--- src/rtl/spi_pkg.sv ---
// Shared types and constants for the Quad-SPI read controller.
package spi_pkg;

  typedef enum logic [2:0] {
    ST_IDLE,
    ST_CMD,
    ST_ADDR,
    ST_DUMMY,
    ST_DATA,
    ST_END
  } state_t;

  localparam int unsigned CMD_BITS  = 8;
  localparam int unsigned ADDR_BITS = 24;

  localparam logic [3:0] OE_SINGLE = 4'b1101;
  localparam logic [3:0] OE_QUAD   = 4'b0000;

  function automatic logic [3:0] data_oe(input logic quad);
    return quad ? OE_QUAD : OE_SINGLE;
  endfunction

endpackage

--- src/rtl/spi_sck_gen.sv ---
// SCK generator: half-period divider with run/stall control and edge strobes.
module spi_sck_gen #(
  parameter int unsigned CLK_DIV = 2
) (
  input  logic clk,
  input  logic reset,
  input  logic run,
  input  logic stall,
  output logic sck,
  output logic rise,
  output logic fall
);

  localparam int unsigned CW = (CLK_DIV > 1) ? $clog2(CLK_DIV) : 1;

  logic [CW-1:0] cnt;
  logic          wrap;

  assign wrap = (cnt == CW'(CLK_DIV - 1));
  // Strobes mark the clk edge at which the registered sck changes level.
  assign rise = run && !stall && wrap && !sck;
  assign fall = run && !stall && wrap && sck;

  always_ff @(posedge clk or negedge reset) begin
    if (!reset) begin
      cnt <= '0;
      sck <= 1'b0;
    end else if (!run) begin
      cnt <= '0;
      sck <= 1'b0;
    end else if (!stall) begin
      if (wrap) begin
        cnt <= '0;
        sck <= ~sck;
      end else begin
        cnt <= cnt + CW'(1);
      end
    end
  end

endmodule

--- src/rtl/spi_rx_read_ctrl.sv ---
// Quad-SPI flash read sequencer: cmd, 24-bit address, dummy, 1/4-lane data into the RX FIFO.
module spi_rx_read_ctrl
  import spi_pkg::*;
#(
  parameter int unsigned CLK_DIV    = 2,
  parameter int unsigned FIFO_DEPTH = 261,
  parameter int unsigned CS_HOLD    = 2
) (
  input  logic        clk,
  input  logic        reset,
  input  logic        start,
  input  logic [7:0]  cmd,
  input  logic [23:0] addr,
  input  logic [3:0]  dummy,
  input  logic [8:0]  len,
  input  logic        quad,
  input  logic        abort,
  output logic        busy,
  output logic        done,
  output logic        spi_sck,
  output logic        spi_cs_n,
  output logic [3:0]  spi_dq_o,
  output logic [3:0]  spi_dq_oe,
  input  logic [3:0]  spi_dq_i,
  input  logic [8:0]  fifo_count,
  output logic        fifo_wr_en,
  output logic [7:0]  fifo_data
);

  localparam int unsigned SR_BITS    = CMD_BITS + ADDR_BITS;
  localparam int unsigned END_CYCLES = CS_HOLD * CLK_DIV;
  localparam int unsigned EW         = $clog2(END_CYCLES + 1);

  state_t              state;
  logic [SR_BITS-1:0]  sreg;
  logic [4:0]          cyc_cnt;
  logic [2:0]          bit_pos;
  logic [7:0]          rx_byte;
  logic [7:0]          rx_next;
  logic [8:0]          rcv_cnt;
  logic [8:0]          len_q;
  logic [3:0]          dummy_q;
  logic                quad_q;
  logic                abort_pend;
  logic [EW-1:0]       end_cnt;
  logic [9:0]          occupancy;
  logic                run, stall, sck, rise, fall;
  logic                full, abort_go, byte_last, end_now;

  assign run       = state inside {ST_CMD, ST_ADDR, ST_DUMMY, ST_DATA};
  assign occupancy = {1'b0, fifo_count} + 10'(fifo_wr_en);
  assign full      = occupancy >= 10'(FIFO_DEPTH);
  assign stall     = (state == ST_DATA) && (bit_pos == '0) && !sck
                     && (rcv_cnt != len_q) && full;
  // Abort only where SCK is and stays low, so END never starts with SCK high.
  assign abort_go  = (abort || abort_pend) && ((!sck && !rise) || fall);
  assign byte_last = quad_q ? (bit_pos == 3'd1) : (bit_pos == 3'd7);
  assign rx_next   = quad_q ? {rx_byte[3:0], spi_dq_i} : {rx_byte[6:0], spi_dq_i[1]};
  assign spi_sck   = sck;

  spi_sck_gen #(.CLK_DIV(CLK_DIV)) u_sck_gen (
    .clk   (clk),
    .reset (reset),
    .run   (run),
    .stall (stall),
    .sck   (sck),
    .rise  (rise),
    .fall  (fall)
  );

  always_comb begin
    end_now = 1'b0;
    if (run) begin
      if (abort_go) begin
        end_now = 1'b1;
      end else if (fall) begin
        case (state)
          ST_ADDR:  end_now = (cyc_cnt == 5'(ADDR_BITS - 1)) && (dummy_q == '0) && (len_q == '0);
          ST_DUMMY: end_now = (cyc_cnt == ({1'b0, dummy_q} - 5'd1)) && (len_q == '0);
          ST_DATA:  end_now = (rcv_cnt == len_q);
          default:  end_now = 1'b0;
        endcase
      end
    end
  end

  always_ff @(posedge clk or negedge reset) begin
    if (!reset) begin
      state      <= ST_IDLE;
      busy       <= 1'b0;
      done       <= 1'b0;
      spi_cs_n   <= 1'b1;
      spi_dq_oe  <= '0;
      spi_dq_o   <= '0;
      fifo_wr_en <= 1'b0;
      fifo_data  <= '0;
      sreg       <= '0;
      cyc_cnt    <= '0;
      bit_pos    <= '0;
      rx_byte    <= '0;
      rcv_cnt    <= '0;
      len_q      <= '0;
      dummy_q    <= '0;
      quad_q     <= 1'b0;
      abort_pend <= 1'b0;
      end_cnt    <= '0;
    end else begin
      done       <= 1'b0;
      fifo_wr_en <= 1'b0;
      if (abort && run) abort_pend <= 1'b1;
      case (state)
        ST_IDLE: begin
          if (start) begin
            state      <= ST_CMD;
            busy       <= 1'b1;
            spi_cs_n   <= 1'b0;
            spi_dq_oe  <= OE_SINGLE;
            spi_dq_o   <= {2'b11, 1'b0, cmd[7]};
            sreg       <= {cmd, addr};
            cyc_cnt    <= '0;
            bit_pos    <= '0;
            rcv_cnt    <= '0;
            len_q      <= len;
            dummy_q    <= dummy;
            quad_q     <= quad;
            abort_pend <= 1'b0;
          end
        end
        ST_END: begin
          if (end_cnt == EW'(END_CYCLES - 1)) begin
            state   <= ST_IDLE;
            busy    <= 1'b0;
            done    <= 1'b1;
            end_cnt <= '0;
          end else begin
            end_cnt <= end_cnt + EW'(1);
          end
        end
        default: begin
          if (!abort_go) begin
            if (rise && state == ST_DATA) begin
              rx_byte <= rx_next;
              if (byte_last) begin
                fifo_wr_en <= 1'b1;
                fifo_data  <= rx_next;
                rcv_cnt    <= rcv_cnt + 9'd1;
                bit_pos    <= '0;
              end else begin
                bit_pos <= bit_pos + 3'd1;
              end
            end
            if (fall) begin
              cyc_cnt <= cyc_cnt + 5'd1;
              case (state)
                ST_CMD: begin
                  sreg        <= sreg << 1;
                  spi_dq_o[0] <= sreg[SR_BITS-2];
                  if (cyc_cnt == 5'(CMD_BITS - 1)) begin
                    state   <= ST_ADDR;
                    cyc_cnt <= '0;
                  end
                end
                ST_ADDR: begin
                  sreg        <= sreg << 1;
                  spi_dq_o[0] <= sreg[SR_BITS-2];
                  if (cyc_cnt == 5'(ADDR_BITS - 1)) begin
                    cyc_cnt   <= '0;
                    spi_dq_oe <= data_oe(quad_q);
                    spi_dq_o  <= quad_q ? 4'b0000 : 4'b1100;
                    state     <= (dummy_q != '0) ? ST_DUMMY : ST_DATA;
                  end
                end
                ST_DUMMY: begin
                  if (cyc_cnt == ({1'b0, dummy_q} - 5'd1)) begin
                    cyc_cnt <= '0;
                    state   <= ST_DATA;
                  end
                end
                default: ;
              endcase
            end
          end
          // Termination overrides any phase advance decided above on the same edge.
          if (end_now) begin
            state      <= ST_END;
            spi_cs_n   <= 1'b1;
            spi_dq_oe  <= '0;
            spi_dq_o   <= '0;
            end_cnt    <= '0;
            abort_pend <= 1'b0;
          end
        end
      endcase
    end
  end

endmodule
--- config.mk ---
export PLATFORM = sky130hd
export DESIGN_NAME = spi_rx_read_ctrl
export DESIGN_NICKNAME = d
export VERILOG_FILES = /design/src/rtl/spi_pkg.sv /design/src/rtl/spi_sck_gen.sv /design/src/rtl/spi_rx_read_ctrl.sv
export SDC_FILE = /design/constraint.sdc
export NUM_CORES = 1
export LEC_CHECK = 0
export CORE_MARGIN = 4
export CORE_UTILIZATION = 44
export CTS_CLUSTER_DIAMETER = 150
export DETAILED_ROUTE_END_ITERATION = 10
export PLACE_DENSITY = 0.72
export SLEW_MARGIN = 10
export SYNTH_ARGS = -nofsm -noshare
export SYNTH_HDL_FRONTEND = slang
export SYNTH_SLANG_ARGS = --single-unit
export TNS_END_PERCENT = 20
--- constraint.sdc ---
create_clock -name clk -period 6.9 [get_ports clk]
set_clock_uncertainty 0.1 [all_clocks]
set_input_delay 0.69 -clock clk [delete_from_list [all_inputs] [get_ports clk]]
set_output_delay 0.69 -clock clk [all_outputs]
set_load 0.05 [all_outputs]
Word-level counts from Yosys, hierarchy flattened --
Cells that the tools add are included.
Operators by class: add/subtract/negate cells 7, magnitude comparators 1, eq/ne operators 23, mux-type cells 82, bitwise operators 5, reductions and logical operators 55
Operators by type and width (number):
- 31-bit 2-to-1 mux | 4
- 31-bit one-hot mux with 2 select lines | 1
- 4-bit 2-to-1 mux | 13
- 3-bit 2-to-1 mux | 16
- 9-bit 2-to-1 mux | 4
- 5-bit 2-to-1 mux | 6
- 1-bit 2-to-1 mux | 23
- 3-bit one-hot mux with 2 select lines | 3
- 9-bit one-hot mux with 2 select lines | 1
- 4-bit one-hot mux with 2 select lines | 2
- 4-bit nonzero test | 4
- 1-bit logical AND | 15
- 5-bit by 2-bit inequality test with 1-bit output, second input constant | 3
- 5-bit one-hot mux with 3 select lines | 1
- 5-bit AND reduction | 3
- 2-bit nonzero test | 7
- 4-bit AND reduction | 3
- 9-bit by 1-bit adder with 10-bit output | 1
- 10-bit by 9-bit >= comparator with 1-bit output, second input constant | 1
- 5-bit one-hot mux with 2 select lines | 1
- 9-bit by 1-bit adder with 9-bit output, second input constant | 1
- 3-bit by 2-bit equality test with 1-bit output, second input constant | 3
- 3-bit equality test, second input constant | 3
- 9-bit equality test | 1
- 30 further kinds | 53
Storage, ports and cells: register bits after elaboration 98, input bits 63, output and inout bits 21

Logic depth before layout (Yosys ltp) --
Gate-level depths: netlist of run 1.
word-level depth 17, depth in mapped cells 15

Modules after synthesis --
From an unflattened synthesis of run 1, not the netlist that was laid out.
Second synthesis, totals: cell total of the unflattened synthesis 556, area, all modules 4867.2 µm²
By module, submodules not included:
- spi_rx_read_ctrl | instances 1, cells each 546, area an instance 4762.1 µm²
- spi_sck_gen | instances 1, cells each 10, area an instance 105.1 µm²

Worst setup path after synthesis of run 1 --
Ideal clock, no wire load.
kind flip-flop to flip-flop, start point register fifo_wr_en, end point register sreg[10], library setup time 0.141 ns, arrival time 3.690 ns, data required time 6.659 ns, setup slack 2.969 ns, stages on the path, launching flop included 15, cell sequence dfrtp_1 ha_1 ha_1 a21boi_0 nand4_1 xor2_1 a211o_1 and4_1 ha_1 o21ai_1 nand2_1 maj3_1 nor3_2 clkbuf_1 a31oi_1
On the way: word-level cells in the longest chain between the ends 13, elaborated cells between the ends (all ways) 15
Ends and longest elaborated chain:
- from (decl) | line spi_rx_read_ctrl.sv:26 | output logic fifo_wr_en,
- from (signal assigned) | line spi_rx_read_ctrl.sv:95 | fifo_wr_en <= 1'b0;
- from (signal assigned) | line spi_rx_read_ctrl.sv:109 | fifo_wr_en <= 1'b0;
- from (signal assigned) | line spi_rx_read_ctrl.sv:144 | fifo_wr_en <= 1'b1;
- 9-bit by 1-bit adder with 10-bit output (*) | line spi_rx_read_ctrl.sv:51 | assign occupancy = {1'b0, fifo_count} + 10'(fifo_wr_en);
- 10-bit by 9-bit >= comparator with 1-bit output (*) | line spi_rx_read_ctrl.sv:52 | assign full = occupancy >= 10'(FIFO_DEPTH);
- 1-bit logical AND (*) | line spi_rx_read_ctrl.sv:54 | && (rcv_cnt != len_q) && full;
- 1-bit zero test (*) | line spi_sck_gen.sv:21, spi_sck_gen.sv:22
- 1-bit logical AND (*) (2 in a row) | line spi_sck_gen.sv:21, spi_sck_gen.sv:22
- 1-bit logical AND | line spi_sck_gen.sv:21 | assign rise = run && !stall && wrap && !sck;
- 1-bit zero test | line spi_rx_read_ctrl.sv:56 | assign abort_go = (abort || abort_pend) && ((!sck && !rise) || fall);
- 1-bit logical AND | line spi_rx_read_ctrl.sv:56
- 1-bit logical OR | line spi_rx_read_ctrl.sv:56
- 1-bit logical AND | line spi_rx_read_ctrl.sv:56
- 2-bit by 1-bit inequality test with 1-bit output (no line)
- 5-bit AND reduction (no line) (*)
- to (signal assigned) | line spi_rx_read_ctrl.sv:119 | sreg <= {cmd, addr};
- to (signal assigned) | line spi_rx_read_ctrl.sv:156 | sreg <= sreg << 1;
- to (signal assigned) | line spi_rx_read_ctrl.sv:164 | sreg <= sreg << 1;
- to (decl) | line spi_rx_read_ctrl.sv:35 | logic [SR_BITS-1:0] sreg;
Every way passes the cells marked *; elsewhere a longest branch is shown, timed or not. A chain may end at the register's enable or synchronous reset.

Worst setup path in the final report of run 1 --
start point input port fifo_count[0], end point register rcv_cnt[1]
On the way: word-level cells in the longest chain between the ends 13, elaborated cells between the ends (all ways) 16
Ends and longest elaborated chain:
- from (decl) | line spi_rx_read_ctrl.sv:25 | input logic [8:0] fifo_count,
- 9-bit by 1-bit adder with 10-bit output (*) | line spi_rx_read_ctrl.sv:51
- 10-bit by 9-bit >= comparator with 1-bit output (*) | line spi_rx_read_ctrl.sv:52
- 1-bit logical AND (*) | line spi_rx_read_ctrl.sv:54
- 1-bit zero test (*) | line spi_sck_gen.sv:21, spi_sck_gen.sv:22
- 1-bit logical AND (*) (2 in a row) | line spi_sck_gen.sv:21, spi_sck_gen.sv:22
- 1-bit logical AND | line spi_sck_gen.sv:21
- 1-bit zero test | line spi_rx_read_ctrl.sv:56
- 1-bit logical AND | line spi_rx_read_ctrl.sv:56
- 1-bit logical OR | line spi_rx_read_ctrl.sv:56
- 1-bit logical AND | line spi_rx_read_ctrl.sv:56
- 2-bit by 1-bit inequality test with 1-bit output (no line)
- 5-bit AND reduction (no line) (*)
- to (signal assigned) | line spi_rx_read_ctrl.sv:146 | rcv_cnt <= rcv_cnt + 9'd1;
- to (decl) | line spi_rx_read_ctrl.sv:40 | logic [8:0] rcv_cnt;
Marks and branches as above.

==> results.json, run 1 <==
{
  "numCtsBuffers": 9,
  "vias_in_the_first_global_route": 3963,
  "drt_iter0_drc": 208,
  "cts_hold_buffers": 0,
  "critPathArrivalTime_ns": 5.05,
  "cts.htree.levels": 3,
  "cp.buffers_inverters": 1,
  "wire_per_inst_um": 14.8,
  "synth_top_flop_cell": "sky130_fd_sc_hd__dfrtp_1",
  "maximum_number_of_pins_on_one_net_before_global_route_repair": 63,
  "power.internal_mw": 1.30,
  "die_y_um": 113,
  "min_period_ns": 4.85,
  "ys.warnings.count": 0,
  "power.switching_fraction_pct": 42.1,
  "post_drt_via_cell_ratio": 5.42,
  "core-area_um2": 10500,
  "power_density_nw_per_um2": 383,
  "status": "completed",
  "vdd_drop_max_v": 0.000170,
  "crit_fanout": 19,
  "rsz_0062_raised_after_global_routing": "no",
  "start_kind": "primary input",
  "finalHoldViolations": 0,
  "static-leakage-power_nw": 2.51,
  "floorplan.die_area_um2": 12700,
  "drt-pass1-iter-count": 5,
  "synth_area_per_cell_um2": 9.39,
  "post_synth_inst_count": 513,
  "layout-drive-gt1-share_pct": 8.22,
  "synth.top_cells.by_area": "sky130_fd_sc_hd__dfrtp_1, sky130_fd_sc_hd__nand2_1, sky130_fd_sc_hd__nor2_1",
  "io_buffers": 81,
  "cts-root-to-sink-buffers": 2,
  "globalRoute.totalOverflow": 0,
  "critPathCaptureType": "flip-flop",
  "final.hold.worst_slack_ns": 0.138,
  "cell_with_the_largest_stage_delay_on_the_worst_path": "sky130_fd_sc_hd__nor2_1",
  "finalNetCount": 652,
  "timing.final.ws_setup_ns": 2.05,
  "yosysSeqAreaShare_pct": 48.3,
  "clock_power_share_pct": 15.5,
  "slew-limit-headroom_pct": 25.0,
  "synth_top_area_share_pct": 47.8,
  "hpwl_um": 7670,
  "totalWireLength_um": 10700,
  "max_slew.worst_pin.slew_ns": 1.12,
  "post-place-ws_ns": 1.68,
  "drt.antenna.violating_nets": 0,
  "timing.setup.critical_path_class": "in -> reg",
  "boundary_pins": 84,
  "utilization_pct": 55.9,
  "cpMostUsedCell": "sky130_fd_sc_hd__ha_1",
  "routed-via-count": 3900,
  "postSynthRegisterBits": 93,
  "antenna_cells": 0,
  "sequentialPowerShare_pct": 41.7,
  "synth-async-reset-ratio_pct": 100,
  "worst_path_largest_cell_delay_ns": 1.00,
  "initial_antenna_violation_count": 0,
  "fraction_of_power_consumed_by_combinational_cells_pct": 42.8,
  "clkSlewWorstSetupHoldPaths_ns": 0.10,
  "timing.critical_path.max_delay_family": "simple AND/OR/NAND/NOR gates",
  "cts_root_buf": "sky130_fd_sc_hd__clkbuf_8",
  "commonest_non_fill_non_tap_cell_in_the_layout": "sky130_fd_sc_hd__dfrtp_1",
  "initial_core_util_pct": 45.9,
  "area_growth_pct": 21.8,
  "maxClockFrequency_mhz": 206,
  "postCtsSetupBuffers": 0,
  "slew_viol_final": 0,
  "cp_cell_sequence": "clkdlybuf4s50_1 > ha_1 > ha_1 > a21boi_0 > nand4_1 > xor2_1 > a211o_1 > and4_1 > ha_1 > o21ai_1 > nand4_1 > nor2_1 > nand2_1 > o21ai_0",
  "cts_num_sinks": 93,
  "synth-edff-count": 0,
  "layout_common_cells": "sky130_fd_sc_hd__dfrtp_1, sky130_fd_sc_hd__nand2_1, sky130_fd_sc_hd__clkdlybuf4s50_1",
  "clk-insertion-delay-late_ns": 0.38,
  "track_usage_pct": 17.7,
  "synth_area_leader_cell": "sky130_fd_sc_hd__dfrtp_1",
  "rows": 37,
  "fp.dieW_um": 113,
  "hold_path_class": "in -> async",
  "finalWeightedCongestion": 0.832,
  "ys_types": 59,
  "finalSetupViolCount": 0,
  "remaining_drc_errors": 0,
  "finalSetupTns_ns": 0,
  "global_route_wire_length_before_repair_um": 18500,
  "cts_repair_resize_count": 0,
  "mappedNetlistArea_um2": 4820,
  "timing.critical_path.required_ns": 7.09,
  "tritoncts": "done",
  "total_switching_power_mw": 0.944,
  "cap_viol_max_count": 0,
  "finalCritPeriodShare_pct": 70.3
}
## synth_stat cells, types with 3 or more instances
master / n
sky130_fd_sc_hd__a22o_1: 4
sky130_fd_sc_hd__clkbuf_1: 17
sky130_fd_sc_hd__o21a_1: 5
sky130_fd_sc_hd__or2_2: 3
sky130_fd_sc_hd__nor3b_1: 6
sky130_fd_sc_hd__nor3_1: 5
sky130_fd_sc_hd__ha_1: 10
sky130_fd_sc_hd__o21ai_0: 27
sky130_fd_sc_hd__and2_1: 3
sky130_fd_sc_hd__dfrtp_1: 92
sky130_fd_sc_hd__a21o_1: 5
sky130_fd_sc_hd__nand3_1: 7
sky130_fd_sc_hd__buf_4: 7
sky130_fd_sc_hd__a21oi_1: 21
sky130_fd_sc_hd__nand2b_1: 3
sky130_fd_sc_hd__nand2_1: 83
sky130_fd_sc_hd__and3_1: 4
sky130_fd_sc_hd__nand4_1: 7
sky130_fd_sc_hd__mux2_2: 13
sky130_fd_sc_hd__buf_2: 7
sky130_fd_sc_hd__a31oi_1: 31
sky130_fd_sc_hd__nor2_1: 64
sky130_fd_sc_hd__inv_1: 13
sky130_fd_sc_hd__mux2i_1: 8
sky130_fd_sc_hd__xnor2_1: 16
sky130_fd_sc_hd__nor4_1: 3
sky130_fd_sc_hd__xor2_1: 9
## metal layers
layer	part of all wire [%]	up-vias	track usage [%]	wire, um
met4	1.1	0	4.89	113
met2	49	101	29.1	5220
met5	0	-	0	0
met1	44	1875	22.1	4680
met3	6.2	13	5.98	657
li1	-	1911	-	-
## power groups by stage
stage / registers, mW / logic (mW) / clock network, mW
6_report: 0.936 / 0.961 / 0.348
5_1_grt: 0.967 / 1.09 / 0.379
4_1_cts: 0.935 / 0.973 / 0.357
3_5_place_dp: 0.944 / 0.970 / 0
3_3_place_gp: 0.935 / 0.938 / 0
2_1_floorplan: 0.931 / 0.719 / 0
## worst register-to-register path, delay by kind of cell, from the launching register on
kind / cells / cell delay (ns)
flops: 1 / 0.36
compound gates: 4 / 0.93
fa+ha+maj: 3 / 0.72
simple gates: 5 / 2.09
xor+xnor: 1 / 0.16
## per-stage QoR
step	cell area, um^2	instances	power [mW]
detailed placement	5690	704	1.91
CTS	5870	720	2.27
finish	5870	720	2.25
floorplan	4820	514	1.65
global placement	5690	704	1.87
global route	5870	720	2.43
## state kept, by name, indices dropped and copies added, names as in the netlist
name	flops
abort_pend	1
bit_pos	3
busy	1
cyc_cnt	5
done	1
dummy_q	4
end_cnt	3
fifo_data	8
fifo_wr_en	1
len_q	9
quad_q	1
rcv_cnt	9
rx_byte	7
spi_cs_n	1
spi_dq_o	2
spi_dq_oe	1
sreg	31
state	3
u_sck_gen.cnt	1
u_sck_gen.sck	1
## final timing paths
check / from / endpoint / slack [ns] / depth (start not counted)
worst max-delay path: fifo_count[0] / rcv_cnt[1] / 2.05 / 14
worst max register to register: fifo_wr_en / rcv_cnt[1] / 2.48 / 13
max in group asynchronous: reset / state[0] / 5.45 / 2
min in group clk: rx_byte[6] / rx_byte[6] / 0.39 / 2
worst min register to register: rx_byte[6] / rx_byte[6] / 0.39 / 2
worst min-delay path: reset / rx_byte[6] / 0.14 / 1
## layout make-up
class / count / area [um^2]
Clock buffer: 10 / 138
Clock inverter: 6 / 43.8
Fill cell: 943 / 4640
Inverter: 13 / 48.8
Multi-Input combinational cell: 377 / 2300
Sequential cell: 93 / 2330
Tap cell: 136 / 170
Timing Repair Buffer: 85 / 838
## logic make-up (layout without fill, tap and decap cells)
kind of cell             Yosys count  after routing  share of synthesized area [%]
multiplexers                      21             21                           4.70
other                              1              2                         0.0778
AO/OA/AOI/OAI                    113            113                           15.4
AND/OR/NAND/NOR                  204            204                           19.7
buffers and inverters             44            114                           4.15
XOR/XNOR                          26             26                           4.88
adder cells (fa/ha/maj)           11             11                           2.80
flip-flops                        93             93                           48.3
(Power assumes the default switching activity.)
==> run 2, diff against run 1 <==
Settings changed: PLACE_DENSITY 0.72 to 0.75.
Clock period 6.9 ns to 4.1 ns, I/O delays scaled along.
==> run 2 against run 1 <==
Compared with the run above: setup slack lost 1.8 ns; worst hold slack lost 0.090 ns; power grew 78%; critical endpoint is now state[0]; clock-buffer cell count shrank 1; routed wire length grew 2.0%; sequential share of layout area shrank 1.0 points; design area grew 2.6%; register-to-register slack lost 2.1 ns.
==> results.json, run 2 (synthesized netlist as in run 1, its figures left out) <==
{
  "finalCritPeriodShare_pct": 94.3,
  "clk-insertion-delay-late_ns": 0.38,
  "cts_num_sinks": 93,
  "remaining_drc_errors": 0,
  "finalHoldViolations": 0,
  "drt_iter0_drc": 172,
  "largest_register_ff_count": 31,
  "largest-register": "sreg",
  "post_drt_via_cell_ratio": 5.39,
  "antenna_cells": 0,
  "cts.htree.levels": 3,
  "finalWeightedCongestion": 0.847,
  "worstSetupEndpoint": "state[0]",
  "area_growth_pct": 25.0,
  "wire_per_inst_um": 14.9,
  "layout_common_cells": "sky130_fd_sc_hd__dfrtp_1, sky130_fd_sc_hd__nand2_1, sky130_fd_sc_hd__clkdlybuf4s50_1",
  "core-area_um2": 10500,
  "boundary_pins": 84,
  "power_density_nw_per_um2": 662,
  "cap_viol_max_count": 0,
  "numCtsBuffers": 9,
  "globalRoute.totalOverflow": 0,
  "setup.worst_path.start": "fifo_count[0]",
  "rsz_0062_raised_after_global_routing": "no",
  "floorplan.die_area_um2": 12700,
  "vdd_drop_max_v": 0.000266,
  "hold_path_class": "in -> async",
  "timing.setup.critical_path_class": "in -> reg",
  "drt.antenna.violating_nets": 0,
  "utilization_pct": 57.3,
  "crit_fanout": 5,
  "fp.dieW_um": 113,
  "io_buffers": 81,
  "r2r_path_start": "fifo_wr_en",
  "start_kind": "primary input",
  "rows": 37,
  "static-leakage-power_nw": 2.59,
  "top_regs": "sreg: 31 flops, len_q: 9 flops, rcv_cnt: 9 flops",
  "die_y_um": 113,
  "totalWireLength_um": 10900,
  "cts-root-to-sink-buffers": 2,
  "final.hold.worst_slack_ns": 0.0480,
  "tritoncts": "done",
  "timing.critical_path.required_ns": 4.27,
  "finalNetCount": 664,
  "routed-via-count": 3944,
  "worst_r2r_path_depth": 15,
  "critPathCaptureType": "flip-flop",
  "maxClockFrequency_mhz": 259,
  "cts_root_buf": "sky130_fd_sc_hd__clkbuf_8",
  "critPathArrivalTime_ns": 4.04,
  "slew-limit-headroom_pct": 25.2,
  "final_cells": 732,
  "drt-pass1-iter-count": 4,
  "vias_in_the_first_global_route": 3965,
  "cts_hold_buffers": 0,
  "slew_viol_final": 0,
  "finalSetupViolCount": 0,
  "final_cell_area_um2": 6020,
  "status": "completed",
  "hpwl_um": 7800,
  "global_route_wire_length_before_repair_um": 18800,
  "initial_antenna_violation_count": 0,
  "maximum_number_of_pins_on_one_net_before_global_route_repair": 70,
  "commonest_non_fill_non_tap_cell_in_the_layout": "sky130_fd_sc_hd__dfrtp_1",
  "timing.rr.end": "state[0]",
  "min_period_ns": 3.87,
  "timing.reg2reg.setup_slack_ns": 0.38,
  "layout-drive-gt1-share_pct": 10.1,
  "initial_core_util_pct": 45.9,
  "post-place-cells": 716,
  "track_usage_pct": 17.8,
  "placed_area_um2": 5790,
  "clkSlewWorstSetupHoldPaths_ns": 0.10,
  "max_slew.worst_pin.slew_ns": 1.12
}
-- run 2: power breakdown --
part           leakage [nW]  internal, mW  switching, mW  total [mW]
clock                 0.113         0.354          0.353       0.707
combinational          1.33         0.762           1.00        1.76
sequential             1.15          1.25          0.267        1.52
-- run 2: metal layers --
layer / part of all wire, % / track usage [%]
met1: 45 / 24.8
met2: 48 / 28.2
met3: 5.3 / 2.91
met4: 1.4 / 5.93
met5: 0 / 0
-- run 2: worst min-delay path by stage --
stage | start | to | slack (ns)
floorplan | reset | abort_pend | 0.01
global placement | end_cnt[2] | end_cnt[2] | 0.36
detailed placement | rx_byte[5] | rx_byte[5] | 0.37
CTS | reset | busy | 0.07
global route | reset | rcv_cnt[4] | 0.12
finish | reset | len_q[6] | 0.05
-- run 2: final cells by class --
class / instances / area [um^2]
flip-flops and latches: 93 / 2330
repair buffers: 97 / 941
clock buffers: 9 / 124
fillers: 908 / 4490
clock inverters: 7 / 108
inverters: 13 / 48.8
well taps: 136 / 170
multi-input cells: 377 / 2300
-- run 2: through the flow --
| step | TNS, ns | power, mW | worst slack (ns) |
|---|---|---|---|
| 6_report | 0 | 3.99 | 0.235 |
| 5_1_grt | 0 | 4.31 | 0.00344 |
| 4_1_cts | 0 | 4.02 | 0.211 |
| 3_5_place_dp | -3.41 | 3.30 | -0.143 |
| 3_3_place_gp | -0.0304 | 3.22 | -0.0227 |
| 2_1_floorplan | 0 | 2.78 | 0.169 |
-- run 2: critical path, cell delays in order --
cell and delay, ns:
sky130_fd_sc_hd__clkdlybuf4s50_1 0.46, sky130_fd_sc_hd__ha_1 0.21, sky130_fd_sc_hd__ha_1 0.19, sky130_fd_sc_hd__a21boi_1 0.25
sky130_fd_sc_hd__nand4_1 0.16, sky130_fd_sc_hd__xor2_1 0.16, sky130_fd_sc_hd__a211o_1 0.29, sky130_fd_sc_hd__and4_1 0.23
sky130_fd_sc_hd__ha_1 0.27, sky130_fd_sc_hd__o21ai_1 0.19, sky130_fd_sc_hd__buf_4 0.18, sky130_fd_sc_hd__a31oi_1 0.07
sky130_fd_sc_hd__nor3b_1 0.24, sky130_fd_sc_hd__o21ai_2 0.08, sky130_fd_sc_hd__or4b_1 0.53, sky130_fd_sc_hd__o21a_1 0.12
-- run 2: what timing repair did --
action                     in CTS  in global routing
setup buffers                   0                  0
setup endpoints to repair       0                 33
resized for setup               0                  1
==> run 3, diff against run 2 <==
Settings changed: CORE_MARGIN 4 to 1.5, SKIP_LAST_GASP set to 1.
==> run 3 against run 2 <==
Compared with the run above: power increased by 3.2%; fmax is 0.52% higher; worst hold slack better by 0.0078 ns; routed wire length grew 0.75%; global-route usage grew 1.8 points; non-clock buffer count is 2 higher; final cell count increased by 0.82%; die area decreased by 8.7%.
==> results.json, run 3 (synthesized netlist as in run 1, its figures left out) <==
{
  "fraction_of_power_consumed_by_combinational_cells_pct": 43.4,
  "finalNetCount": 666,
  "totalWireLength_um": 11000,
  "drt-pass1-iter-count": 4,
  "static-leakage-power_nw": 2.63,
  "cts.htree.levels": 3,
  "largest_register_ff_count": 31,
  "cts_root_buf": "sky130_fd_sc_hd__clkbuf_8",
  "finalSetupTns_ns": 0,
  "vias_in_the_first_global_route": 3961,
  "clk-insertion-delay-late_ns": 0.36,
  "global_route_wire_length_before_repair_um": 18000,
  "cap_viol_max_count": 0,
  "floorplan.die_area_um2": 11600,
  "power_density_nw_per_um2": 674,
  "timing.setup.critical_path_class": "in -> reg",
  "hold_path_class": "in -> async",
  "initial_core_util_pct": 44.8,
  "die_y_um": 108,
  "cts-root-to-sink-buffers": 2,
  "fp.dieW_um": 108,
  "maxClockFrequency_mhz": 260,
  "maximum_number_of_pins_on_one_net_before_global_route_repair": 71,
  "commonest_non_fill_non_tap_cell_in_the_layout": "sky130_fd_sc_hd__dfrtp_1",
  "total_switching_power_mw": 1.62,
  "vdd_drop_max_v": 0.000265,
  "clkSlewWorstSetupHoldPaths_ns": 0.09,
  "slew_viol_final": 0,
  "finalHoldViolations": 0,
  "min_period_ns": 3.85,
  "clock_power_share_pct": 19.5,
  "largest-register": "sreg",
  "power.switching_fraction_pct": 39.4,
  "critPathArrivalTime_ns": 4.01,
  "track_usage_pct": 19.6,
  "post-place-cells": 721,
  "critPathCaptureType": "flip-flop",
  "post_drt_via_cell_ratio": 5.41,
  "finalSetupViolCount": 0,
  "utilization_pct": 56.8,
  "cts_num_sinks": 93,
  "remaining_drc_errors": 0,
  "crit_fanout": 4,
  "power.internal_mw": 2.49,
  "globalRoute.totalOverflow": 0,
  "numCtsBuffers": 9,
  "routed-via-count": 3996,
  "core-area_um2": 10700,
  "top_regs": "sreg: 31 flops, len_q: 9 flops, rcv_cnt: 9 flops",
  "final_cells": 738,
  "tritoncts": "done",
  "finalWeightedCongestion": 0.818,
  "io_buffers": 81,
  "slew-limit-headroom_pct": 26.1,
  "wire_per_inst_um": 14.8,
  "initial_antenna_violation_count": 0,
  "drt.antenna.violating_nets": 0,
  "layout-drive-gt1-share_pct": 10.5,
  "status": "completed",
  "sequentialPowerShare_pct": 37.0,
  "boundary_pins": 84,
  "finalCritPeriodShare_pct": 93.8,
  "start_kind": "primary input",
  "num-fill-cells": 962,
  "rsz_0062_raised_after_global_routing": "yes",
  "rows": 38,
  "layout_common_cells": "sky130_fd_sc_hd__dfrtp_1, sky130_fd_sc_hd__nand2_1, sky130_fd_sc_hd__clkdlybuf4s50_1",
  "timing.critical_path.required_ns": 4.26,
  "hpwl_um": 7590,
  "antenna_cells": 0,
  "max_slew.worst_pin.slew_ns": 1.11,
  "drt_iter0_drc": 197,
  "area_growth_pct": 26.7
}
run 3: cell count changes in the layout (fill, tap and decap cells not counted):
cell / previous run / this run
sky130_fd_sc_hd__bufinv_16: 2 / 4
sky130_fd_sc_hd__inv_8: 2 / 0
sky130_fd_sc_hd__buf_4: 16 / 17
sky130_fd_sc_hd__clkbuf_16: 0 / 1
sky130_fd_sc_hd__clkinv_4: 2 / 1
sky130_fd_sc_hd__inv_6: 0 / 1
sky130_fd_sc_hd__o2111ai_1: 2 / 1
sky130_fd_sc_hd__o2111ai_2: 0 / 1
run 3: power groups by stage:
| stage | registers (mW) | clock network, mW | logic [mW] |
|---|---|---|---|
| 2_1_floorplan | 1.57 | 0 | 1.21 |
| 3_3_place_gp | 1.52 | 0 | 1.70 |
| 3_5_place_dp | 1.54 | 0 | 1.76 |
| 4_1_cts | 1.52 | 0.822 | 1.77 |
| 5_1_grt | 1.57 | 0.860 | 1.97 |
| 6_report | 1.52 | 0.804 | 1.79 |
run 3: repair_timing:
action                                  in CTS  in global routing
hold buffers                                 0                  0
resized for setup                            0                  2
endpoints found under the setup margin       0                 39
setup buffers                                0                  0
run 3: routing by layer:
layer	track usage, %	part of all wire, %	vias up
met1	24.3	44	1954
met2	34.1	50	94
met5	0	0	-
li1	-	-	1935
met4	6.02	1.2	0
met3	4.24	4.6	13
run 3: critical path: stages:
cell	delay, ns
sky130_fd_sc_hd__clkdlybuf4s50_1	0.47
sky130_fd_sc_hd__ha_1	0.19
sky130_fd_sc_hd__ha_1	0.20
sky130_fd_sc_hd__a21boi_1	0.22
sky130_fd_sc_hd__nand4_1	0.13
sky130_fd_sc_hd__xor2_1	0.16
sky130_fd_sc_hd__a211o_1	0.30
sky130_fd_sc_hd__and4_1	0.23
sky130_fd_sc_hd__ha_1	0.27
sky130_fd_sc_hd__o21ai_1	0.20
sky130_fd_sc_hd__buf_4	0.19
sky130_fd_sc_hd__a31oi_1	0.08
sky130_fd_sc_hd__nor3b_1	0.24
sky130_fd_sc_hd__o21ai_2	0.08
sky130_fd_sc_hd__or4b_1	0.54
sky130_fd_sc_hd__o21a_1	0.12
run 3: final cells by class:
type / count / area [um^2] / share of cell area, %
Multi-Input combinational cell: 377 / 2310 / 37.8
Sequential cell: 93 / 2330 / 38.2
Tap cell: 140 / 175 / 2.87
Clock buffer: 9 / 124 / 2.03
Inverter: 13 / 48.8 / 0.800
Timing Repair Buffer: 99 / 973 / 15.9
Clock inverter: 7 / 145 / 2.38
run 3: stage by stage:
step	area (um^2)	power, mW	setup slack (ns)	hold slack, ns
final	6100	4.12	0.255	0.0559
after global routing	6100	4.40	-0.000963	0.129
after CTS	6070	4.12	0.205	0.0953
after detailed placement	5800	3.30	-0.153	0.379
after global placement	5800	3.22	0.0380	0.363
after floorplan	4820	2.78	0.169	0.0144
run 3: final timing paths:
| kind | startpoint | endpoint | slack, ns | cells past startpoint |
|---|---|---|---|---|
| max in group asynchronous | reset | sreg[30] | 2.99 | 2 |
| worst min register to register | spi_cs_n | spi_cs_n | 0.39 | 2 |
| worst max register to register | fifo_wr_en | state[0] | 0.43 | 15 |
| min in group clk | spi_cs_n | spi_cs_n | 0.39 | 2 |
| worst min-delay path | reset | len_q[4] | 0.06 | 1 |
| worst max-delay path | fifo_count[0] | state[0] | 0.25 | 16 |
